File: src/rtl/seg7_pkg.sv
// Shared seven-segment constants (active-low, {g,f,e,d,c,b,a}) and the display FSM states.
package seg7_pkg;

  localparam logic [6:0] SEG_0     = 7'h40;
  localparam logic [6:0] SEG_1     = 7'h79;
  localparam logic [6:0] SEG_2     = 7'h24;
  localparam logic [6:0] SEG_3     = 7'h30;
  localparam logic [6:0] SEG_4     = 7'h19;
  localparam logic [6:0] SEG_5     = 7'h12;
  localparam logic [6:0] SEG_6     = 7'h02;
  localparam logic [6:0] SEG_7     = 7'h78;
  localparam logic [6:0] SEG_8     = 7'h00;
  localparam logic [6:0] SEG_9     = 7'h10;
  localparam logic [6:0] SEG_A     = 7'h08;
  localparam logic [6:0] SEG_B     = 7'h03;
  localparam logic [6:0] SEG_C     = 7'h46;
  localparam logic [6:0] SEG_D     = 7'h21;
  localparam logic [6:0] SEG_E     = 7'h06;
  localparam logic [6:0] SEG_F     = 7'h0E;
  localparam logic [6:0] SEG_BLANK = 7'h7F;

  typedef enum logic [1:0] {IDLE, CONV, LOAD} state_t;

  function automatic longint pow10(input int n);
    longint r;
    r = 1;
    for (int i = 0; i < n; i++) r = r * 10;
    return r;
  endfunction

endpackage

File: src/rtl/hex_to_seg7.sv
// Combinational 4-bit to active-low seven-segment decoder, zero latency.
module hex_to_seg7
  import seg7_pkg::*;
(
  input  logic [3:0] nib_i,
  output logic [6:0] seg_o
);

  always_comb begin
    seg_o = SEG_BLANK;
    case (nib_i)
      4'h0: seg_o = SEG_0;
      4'h1: seg_o = SEG_1;
      4'h2: seg_o = SEG_2;
      4'h3: seg_o = SEG_3;
      4'h4: seg_o = SEG_4;
      4'h5: seg_o = SEG_5;
      4'h6: seg_o = SEG_6;
      4'h7: seg_o = SEG_7;
      4'h8: seg_o = SEG_8;
      4'h9: seg_o = SEG_9;
      4'hA: seg_o = SEG_A;
      4'hB: seg_o = SEG_B;
      4'hC: seg_o = SEG_C;
      4'hD: seg_o = SEG_D;
      4'hE: seg_o = SEG_E;
      4'hF: seg_o = SEG_F;
      default: seg_o = SEG_BLANK;
    endcase
  end

endmodule

File: src/rtl/bcd_seg7_display.sv
// Multi-digit seven-segment driver: decimal via one-bit-per-clock double dabble, or hex.
// Decimal result lands BIN_WIDTH+1 clocks after start, hex after 1; starts while busy are dropped.
module bcd_seg7_display
  import seg7_pkg::*;
#(
  parameter int BIN_WIDTH     = 16,
  parameter int DIGITS        = 5,
  parameter bit BLANK_LEADING = 1'b1,
  parameter bit ALLOW_TRUNC   = 1'b0
) (
  input  logic                  clk,
  input  logic                  reset,
  input  logic                  start,
  input  logic [BIN_WIDTH-1:0]  bin_in,
  input  logic                  mode,
  output logic                  busy,
  output logic                  done,
  output logic                  overflow,
  output logic [DIGITS*7-1:0]   HEX
);

  localparam int DW = DIGITS * 4;
  localparam int EW = (DW > BIN_WIDTH) ? DW : BIN_WIDTH;
  localparam int CW = $clog2(BIN_WIDTH + 1);

  if (BIN_WIDTH < 4) begin : g_bad_width
    $error("bcd_seg7_display: BIN_WIDTH must be at least 4");
  end
  // Overflow is only reachable with fewer digits than the value needs; ALLOW_TRUNC permits that for hex-only use.
  if (!ALLOW_TRUNC && (pow10(DIGITS) <= ((longint'(1) << BIN_WIDTH) - 1))) begin : g_bad_digits
    $error("bcd_seg7_display: DIGITS too small for BIN_WIDTH");
  end

  state_t                    state_q, state_d;
  logic [BIN_WIDTH-1:0]      shift_q, shift_d;
  logic [DW-1:0]             bcd_q, bcd_d;
  logic [CW-1:0]             cnt_q, cnt_d;
  logic                      mode_q, mode_d;
  logic [DIGITS*7-1:0]       hex_q, hex_d;
  logic                      done_q, done_d;
  logic                      ovf_q, ovf_d;

  logic [DW-1:0]             bcd_adj;
  logic [EW-1:0]             val_ext;
  logic                      hex_ovf;
  logic [DIGITS-1:0][3:0]    nib;
  logic [DIGITS-1:0][6:0]    seg_raw;
  logic [DIGITS*7-1:0]       seg_disp;

  for (genvar g = 0; g < DIGITS; g++) begin : g_add3
    assign bcd_adj[4*g +: 4] = (bcd_q[4*g +: 4] >= 4'd5) ? bcd_q[4*g +: 4] + 4'd3 : bcd_q[4*g +: 4];
  end

  // In hex mode the shift register is never shifted, so it still holds the captured value.
  assign val_ext = EW'(shift_q);

  if (EW > DW) begin : g_ovf
    assign hex_ovf = |val_ext[EW-1:DW];
  end else begin : g_no_ovf
    assign hex_ovf = 1'b0;
  end

  for (genvar g = 0; g < DIGITS; g++) begin : g_dec
    assign nib[g] = mode_q ? val_ext[4*g +: 4] : bcd_q[4*g +: 4];
    hex_to_seg7 u_dec (
      .nib_i (nib[g]),
      .seg_o (seg_raw[g])
    );
  end

  always_comb begin
    logic lead_zero;
    lead_zero = 1'b1;
    seg_disp  = '0;
    for (int i = DIGITS - 1; i >= 0; i--) begin
      lead_zero = lead_zero && (nib[i] == 4'd0);
      seg_disp[7*i +: 7] = (BLANK_LEADING && (i > 0) && lead_zero) ? SEG_BLANK : seg_raw[i];
    end
  end

  always_comb begin
    state_d = state_q;
    shift_d = shift_q;
    bcd_d   = bcd_q;
    cnt_d   = cnt_q;
    mode_d  = mode_q;
    hex_d   = hex_q;
    done_d  = 1'b0;
    ovf_d   = ovf_q;
    case (state_q)
      IDLE: begin
        if (start) begin
          shift_d = bin_in;
          mode_d  = mode;
          bcd_d   = '0;
          cnt_d   = '0;
          state_d = mode ? LOAD : CONV;
        end
      end
      CONV: begin
        {bcd_d, shift_d} = {bcd_adj, shift_q} << 1;
        cnt_d = cnt_q + CW'(1);
        if (cnt_q == CW'(BIN_WIDTH - 1)) state_d = LOAD;
      end
      LOAD: begin
        hex_d   = seg_disp;
        ovf_d   = mode_q & hex_ovf;
        done_d  = 1'b1;
        state_d = IDLE;
      end
      default: state_d = IDLE;
    endcase
  end

  always_ff @(posedge clk) begin
    if (reset) begin
      state_q <= IDLE;
      shift_q <= '0;
      bcd_q   <= '0;
      cnt_q   <= '0;
      mode_q  <= 1'b0;
      hex_q   <= '1;
      done_q  <= 1'b0;
      ovf_q   <= 1'b0;
    end else begin
      state_q <= state_d;
      shift_q <= shift_d;
      bcd_q   <= bcd_d;
      cnt_q   <= cnt_d;
      mode_q  <= mode_d;
      hex_q   <= hex_d;
      done_q  <= done_d;
      ovf_q   <= ovf_d;
    end
  end

  assign busy     = (state_q != IDLE);
  assign done     = done_q;
  assign overflow = ovf_q;
  assign HEX      = hex_q;

endmodule

File: config.mk
export PLATFORM = sky130hd
export DESIGN_NAME = bcd_seg7_display
export DESIGN_NICKNAME = d
export VERILOG_FILES = /design/src/rtl/seg7_pkg.sv /design/src/rtl/hex_to_seg7.sv /design/src/rtl/bcd_seg7_display.sv
export SDC_FILE = /design/constraint.sdc
export NUM_CORES = 1
export LEC_CHECK = 0
export CORE_ASPECT_RATIO = 1.75
export CORE_UTILIZATION = 59
export CTS_BUF_LIST = sky130_fd_sc_hd__clkbuf_8
export CTS_CLUSTER_DIAMETER = 150
export CTS_CLUSTER_SIZE = 14
export DETAILED_ROUTE_END_ITERATION = 8
export GPL_TIMING_DRIVEN = 0
export MAX_ROUTING_LAYER = met4
export PLACE_DENSITY = 0.87
export SLEW_MARGIN = 20
export SYNTH_ARGS = -nofsm -noshare
export SYNTH_HDL_FRONTEND = slang
export SYNTH_SLANG_ARGS = --single-unit
File: constraint.sdc
create_clock -name clk -period 3.5 [get_ports clk]
set_input_delay 0.875 -clock clk [delete_from_list [all_inputs] [get_ports clk]]
set_output_delay 0.875 -clock clk [all_outputs]
set_load 0.01 [all_outputs]
After elaboration in Yosys (flattened, before gate mapping)
Memories as Yosys holds them, arrays and structs flattened. A register that Yosys moved wholly into a read port is not among the register bits.
Cells that the tools add are included.
- register bits: 80
- ROM bits: 560
- input bits: 20
- output and inout port bits: 38
- word-level logic and storage cells: 66
- memories: 5
- memory list (memory ; depth ; bits a word ; rd ports ; clocked after memory_dff ; write ports ; line ; source):
    (no name shown) ; 16 ; 7 ; 1 ; 1 ; 0 ; hex_to_seg7.sv:11 ; case (nib_i)
    (no name shown) ; 16 ; 7 ; 1 ; 0 ; 0 ; hex_to_seg7.sv:11 ;
    (no name shown) ; 16 ; 7 ; 1 ; 0 ; 0 ; hex_to_seg7.sv:11 ;
    (no name shown) ; 16 ; 7 ; 1 ; 0 ; 0 ; hex_to_seg7.sv:11 ;
    (no name shown) ; 16 ; 7 ; 1 ; 0 ; 0 ; hex_to_seg7.sv:11 ;
- $add $sub $neg: 6
- order comparisons: 5
- equality and inequality tests: 5
- muxes and demuxes: 25
- reductions and logical operators: 13
- operator list (cell ; count):
    $pmux W20 S2 ; 1
    $mux W4 ; 9
    $pmux W16 S2 ; 1
    $mux W7 ; 4
    $ge A4 B3 Y1 const B ; 5
    $mux W20 ; 1
    $add A4 B2 Y4 const B ; 4
    $logic_not A4 Y1 ; 4
    $mux W16 ; 1
    $pmux W5 S2 ; 1
    $mux W2 ; 3
    $reduce_and A2 Y1 ; 3
    $add A5 B1 Y5 const B ; 1
    $eq A5 B4 Y1 const B ; 1
    $mux W5 ; 1
    $ne A2 B2 Y1 const B ; 2
    $pmux W2 S2 ; 1
    $reduce_bool A2 Y1 ; 2
    $add A3 B2 Y3 const B ; 1
    $logic_and A1 B1 Y1 ; 3
    $mux W3 ; 1
    $eq A2 B1 Y1 const B ; 1
    $eq A2 B2 Y1 const B ; 1
    $logic_not A2 Y1 ; 1
    $mux W1 ; 1

Longest topological paths before layout
- depth after elaboration: 6
- depth in mapped cells: 12
- depth with buffers taken out: 8

By module
Synthesis repeated with hierarchy kept, for this count alone.
- cell total of the unflattened synthesis: 633
- area, all modules: 5171.2 µm²
- by module, submodules not included (module ; instances ; cells each ; area an instance (µm²) ; seq. area each (µm²)):
    bcd_seg7_display ; 1 ; 472 ; 3796.1 ; 1601.5
    hex_to_seg7 at g_dec[0].u_dec ... ; 4 ; 32 ; 275.3 ; 0.0
    hex_to_seg7 at g_dec[2].u_dec ; 1 ; 33 ; 274.0 ; 0.0

Worst setup path before layout
Ideal clock, no wire load.
- path type: register -> register
- start: reg mode_q
- end: reg hex_q[7] (netlist: HEX[7])
- setup time: 0.059 ns
- arrival time: 2.542 ns
- data required time: 3.441 ns
- path slack: 0.899 ns
- cell stages (with the launch flop): 13
- buffers on the path: 5
- clock period less this slack: 2.601 ns
- path through: dfxtp_1 > buf_6 > buf_4 > buf_2 > buf_2 > nand2b_1 > ha_1 > clkbuf_1 > nand2_1 > nor4b_4 > nand3_4 > o21ai_4 > o32a_1
- cells in the longest elaborated chain, start to end: 6
- elaborated cells between the ends (all ways): 13
- those cells by class: 5 x mux; 7 x reduce/logical; 1 x memory
- ends and longest elaborated chain (item ; line ; source):
    start: declaration ; bcd_seg7_display.sv:38 ; logic mode_q, mode_d;
    start signal: assignment ; bcd_seg7_display.sv:130 ; mode_q <= mode_d;
    parallel branches: the longest is 5 deep, another holds $mem_v2 Z16 W7 ; n/a ;
    $mux W7 * ; bcd_seg7_display.sv:77 ; seg_disp[7*i +: 7] = (BLANK_LEADING && (i > 0) && lead_zero) ? SEG_BLANK : seg_raw[i];
    end signal: assignment ; bcd_seg7_display.sv:122 ; hex_q <= '1;
    end signal: assignment ; bcd_seg7_display.sv:131 ; hex_q <= hex_d;
    end: declaration ; bcd_seg7_display.sv:39 ; logic [DIGITS*7-1:0] hex_q, hex_d;
Every way passes the cells marked *.
A chain may end at the register's enable or synchronous reset.

Worst setup path in the final report
- start: reg mode_q
- end: reg hex_q[12] (netlist: HEX[12])
Same word-level chain as after synthesis.

==> results.yml <==
outcome:
  run_status: "complete, no violations"
sta:
  min_period_ps: 3205
  max_freq_mhz: 312.0
  finClkSkew_ps: 10.87
  setup_viol: 0
  period_share: 0.9157
  rsz0062_at_grt: "false"
  tightest_slew_ps: 815.2
  slew_headroom: 0.4545
  drv_slew: 0
  timing.final.ws_setup_ps: 295.0
  hold_viol_final: 0
  final.setup.tns_ps: 0
die:
  floorplan.initialDensity: 0.6061
  die_area_um2: 8869
  rows: 44
  core_um2: 8258
  ios: 58
  die_x_um: 71.62
  die_h_um: 123.8
place:
  post-place-ws_ps: 320.9
  place.port_buffers: 56
  place_congestion: 0.9582
  dp_hpwl_mm: 9.896
grt:
  grt_overflow: 0
  grt_max_degree: 13
  antenna_found_initial: 0
  track_usage: 0.3139
  grt_pass1_wl_mm: 21.09
  first_global_vias: 4584
detailed_routing:
  drt-initial-drc-count: 365
  wirelength_mm: 13.15
  drc_errors: 0
  via_per_inst: 6.160
  vias: 4768
  drt_first_pass_iters: 4
  antenna_left: 0
  avgRoutedWirePerCell_um: 16.99
critical_path:
  critPathRequiredTime_ps: 3820
  cp_cell_sequence: "buf_6 -> buf_4 -> buf_2 -> buf_2 -> nand2b_1 -> ha_1 -> clkbuf_1 -> nand2_1 -> nor4b_4 -> nand3_4 -> o21ai_4 -> o32a_1"
  crit_top_cell: "buf_2"
  cp.arrival_ps: 3530
  end_kind: "flip-flop"
  critPathKind: "reg2reg"
  cpMaxStageDelayCell: "nor4b_4"
  crit_family: "buffers and inverters"
  startpoint_type: "flip-flop"
  cp.buffers_inverters: 5
  critPathMaxFanout: 10
  max_stage_delay_ps: 450
final_layout:
  fin_nets: 744
  layout_common_cells: "nor2_1 (87), dfxtp_1 (80), clkdlybuf4s50_1 (56)"
  antennaDiodeCount: 0
  drive_above_1_share: 0.06305
  area_growth_pct: 18.28
  final_common_cell: "nor2_1"
  post-route-util: 0.7168
  fillers: 664
logic_synthesis:
  ys_seq_elements: 80
  yosysWarnings: 0
  synth-edff-count: 0
  netlist_instances: 611
  synth_compound_area_frac: 0.2230
  avgSynthCellArea_um2: 8.191
  synthAdderAreaFrac: 0.1150
  ys_seq_area_frac: 0.3200
  synth_ff_type: "dfxtp_1"
  synthSimpleGateAreaFrac: 0.1860
  async_flop_share: 0
  syn_nets: 677
  yosysUniqueCellTypes: 51
  synth_top_family_by_area: "compound AO/OA/AOI/OAI gates"
  post_synth_xor_area_fraction: 0.01575
  syn-cell-area_um2: 5005
  muxShareOfSynthArea: 0.07975
clocking:
  cts_tree: "yes"
  cts_made_buffers: 9
  h-tree-depth: 3
  root_buffer: "clkbuf_8"
  hold_buffers: 0
  insertion_delay_ps: 370
  post_cts_resize_count: 0
  cts.sinks: 80
  cts_setup_buffers: 0
  clkTransAtPathRegs_ps: 80
  cts_buffer_depth: 2
flow_run:
  maxCapViolCount: 0
power_and_ir_drop:
  leakagePower_nw: 2.424
  p_per_area_nw_per_um2: 356.0
  peakVddDrop_uv: 273.7
worst_hold_path:
  hold_class: "reg2reg"
-- worst reg2reg max path, stage by stage, from the launching register on --
cell and delay (ps):
dfxtp_1 330, buf_6 130, buf_4 200, buf_2 280, buf_2 280, nand2b_1 250
ha_1 180, clkbuf_1 300, nand2_1 150, nor4b_4 450, nand3_4 160, o21ai_4 260
o32a_1 190
-- synth_stat cells (7+ instances only) --
cell type  number  area share
mux2i_1        18       0.036
a21oi_1        49       0.049
nor2_1         87       0.065
o22ai_1         7      0.0087
ha_1           46        0.11
clkbuf_1       29       0.022
xnor2_1         9       0.016
nand2b_1       21       0.026
nand2_1        36       0.027
nor3_1         20       0.020
a22oi_1        12       0.018
o21ai_0        31       0.031
a211oi_1       10       0.015
nand3_1        11       0.011
o22a_1         10       0.017
nor2b_1        14       0.017
dfxtp_1        80        0.32
inv_1          37       0.028
-- registers in the layout, indices dropped and copies added (netlist names) --
name     flops
mode_q       1
state_q      2
shift_q     16
done         1
cnt_q        5
HEX         35
bcd_q       20
-- final cells by class --
cell class | instances | area, um2 | share of cell area
inverter | 37 | 138.9 | 0.02346
clock buffer | 13 | 178.9 | 0.03023
tap | 92 | 115.1 | 0.01945
multi-input combinational | 457 | 3104 | 0.5244
sequential | 80 | 1602 | 0.2706
timing repair buffer | 56 | 560.5 | 0.09469
clock inverter | 2 | 60.06 | 0.01015
buffer | 37 | 160.2 | 0.02706
-- per-layer routing --
metal,vias to the layer above,share of wire,track usage
met5,-,0,-
met3,56,0.040,0.05016
li1,2290,-,-
met2,176,0.52,0.5525
met1,2246,0.39,0.3279
met4,0,0.049,0.1838
-- final timing paths --
kind                                end  slack, ps  cells after the start    start
worst max-delay path            HEX[12]        290                     12   mode_q
worst min-delay path            HEX[29]        470                      1  HEX[29]
worst max register to register  HEX[12]        290                     12   mode_q
worst min register to register  HEX[29]        470                      1  HEX[29]
-- per-stage QoR --
stage,power (mW),cell area [um2],hold slack (ps),cells
after floorplan,1.187,5005,450.8,611
after global placement,1.294,5680,450.9,759
after detailed placement,1.305,5680,454.6,759
after CTS,2.094,5919,473.1,774
after global routing,2.168,5919,501.4,774
final,2.108,5919,469.2,774
-- power by group --
part,internal (mW),total (mW),leakage [nW],switching [mW]
sequential,0.945,0.976,0.652,0.0308
clock,0.476,0.817,0.122,0.341
combinational,0.132,0.315,1.65,0.183
total,1.55,2.11,2.42,0.555
-- kinds of logic (layout without fill, tap and decap cells) --
family | after synthesis | after routing
compound gates | 170 | 170
xor+xnor | 9 | 9
fa+ha+maj | 46 | 46
buf+inv | 74 | 145
flops | 80 | 80
mux | 32 | 32
other cells | 1 | 1
simple gates | 199 | 199
No activity file was read; power rests on OpenSTA's default activity.
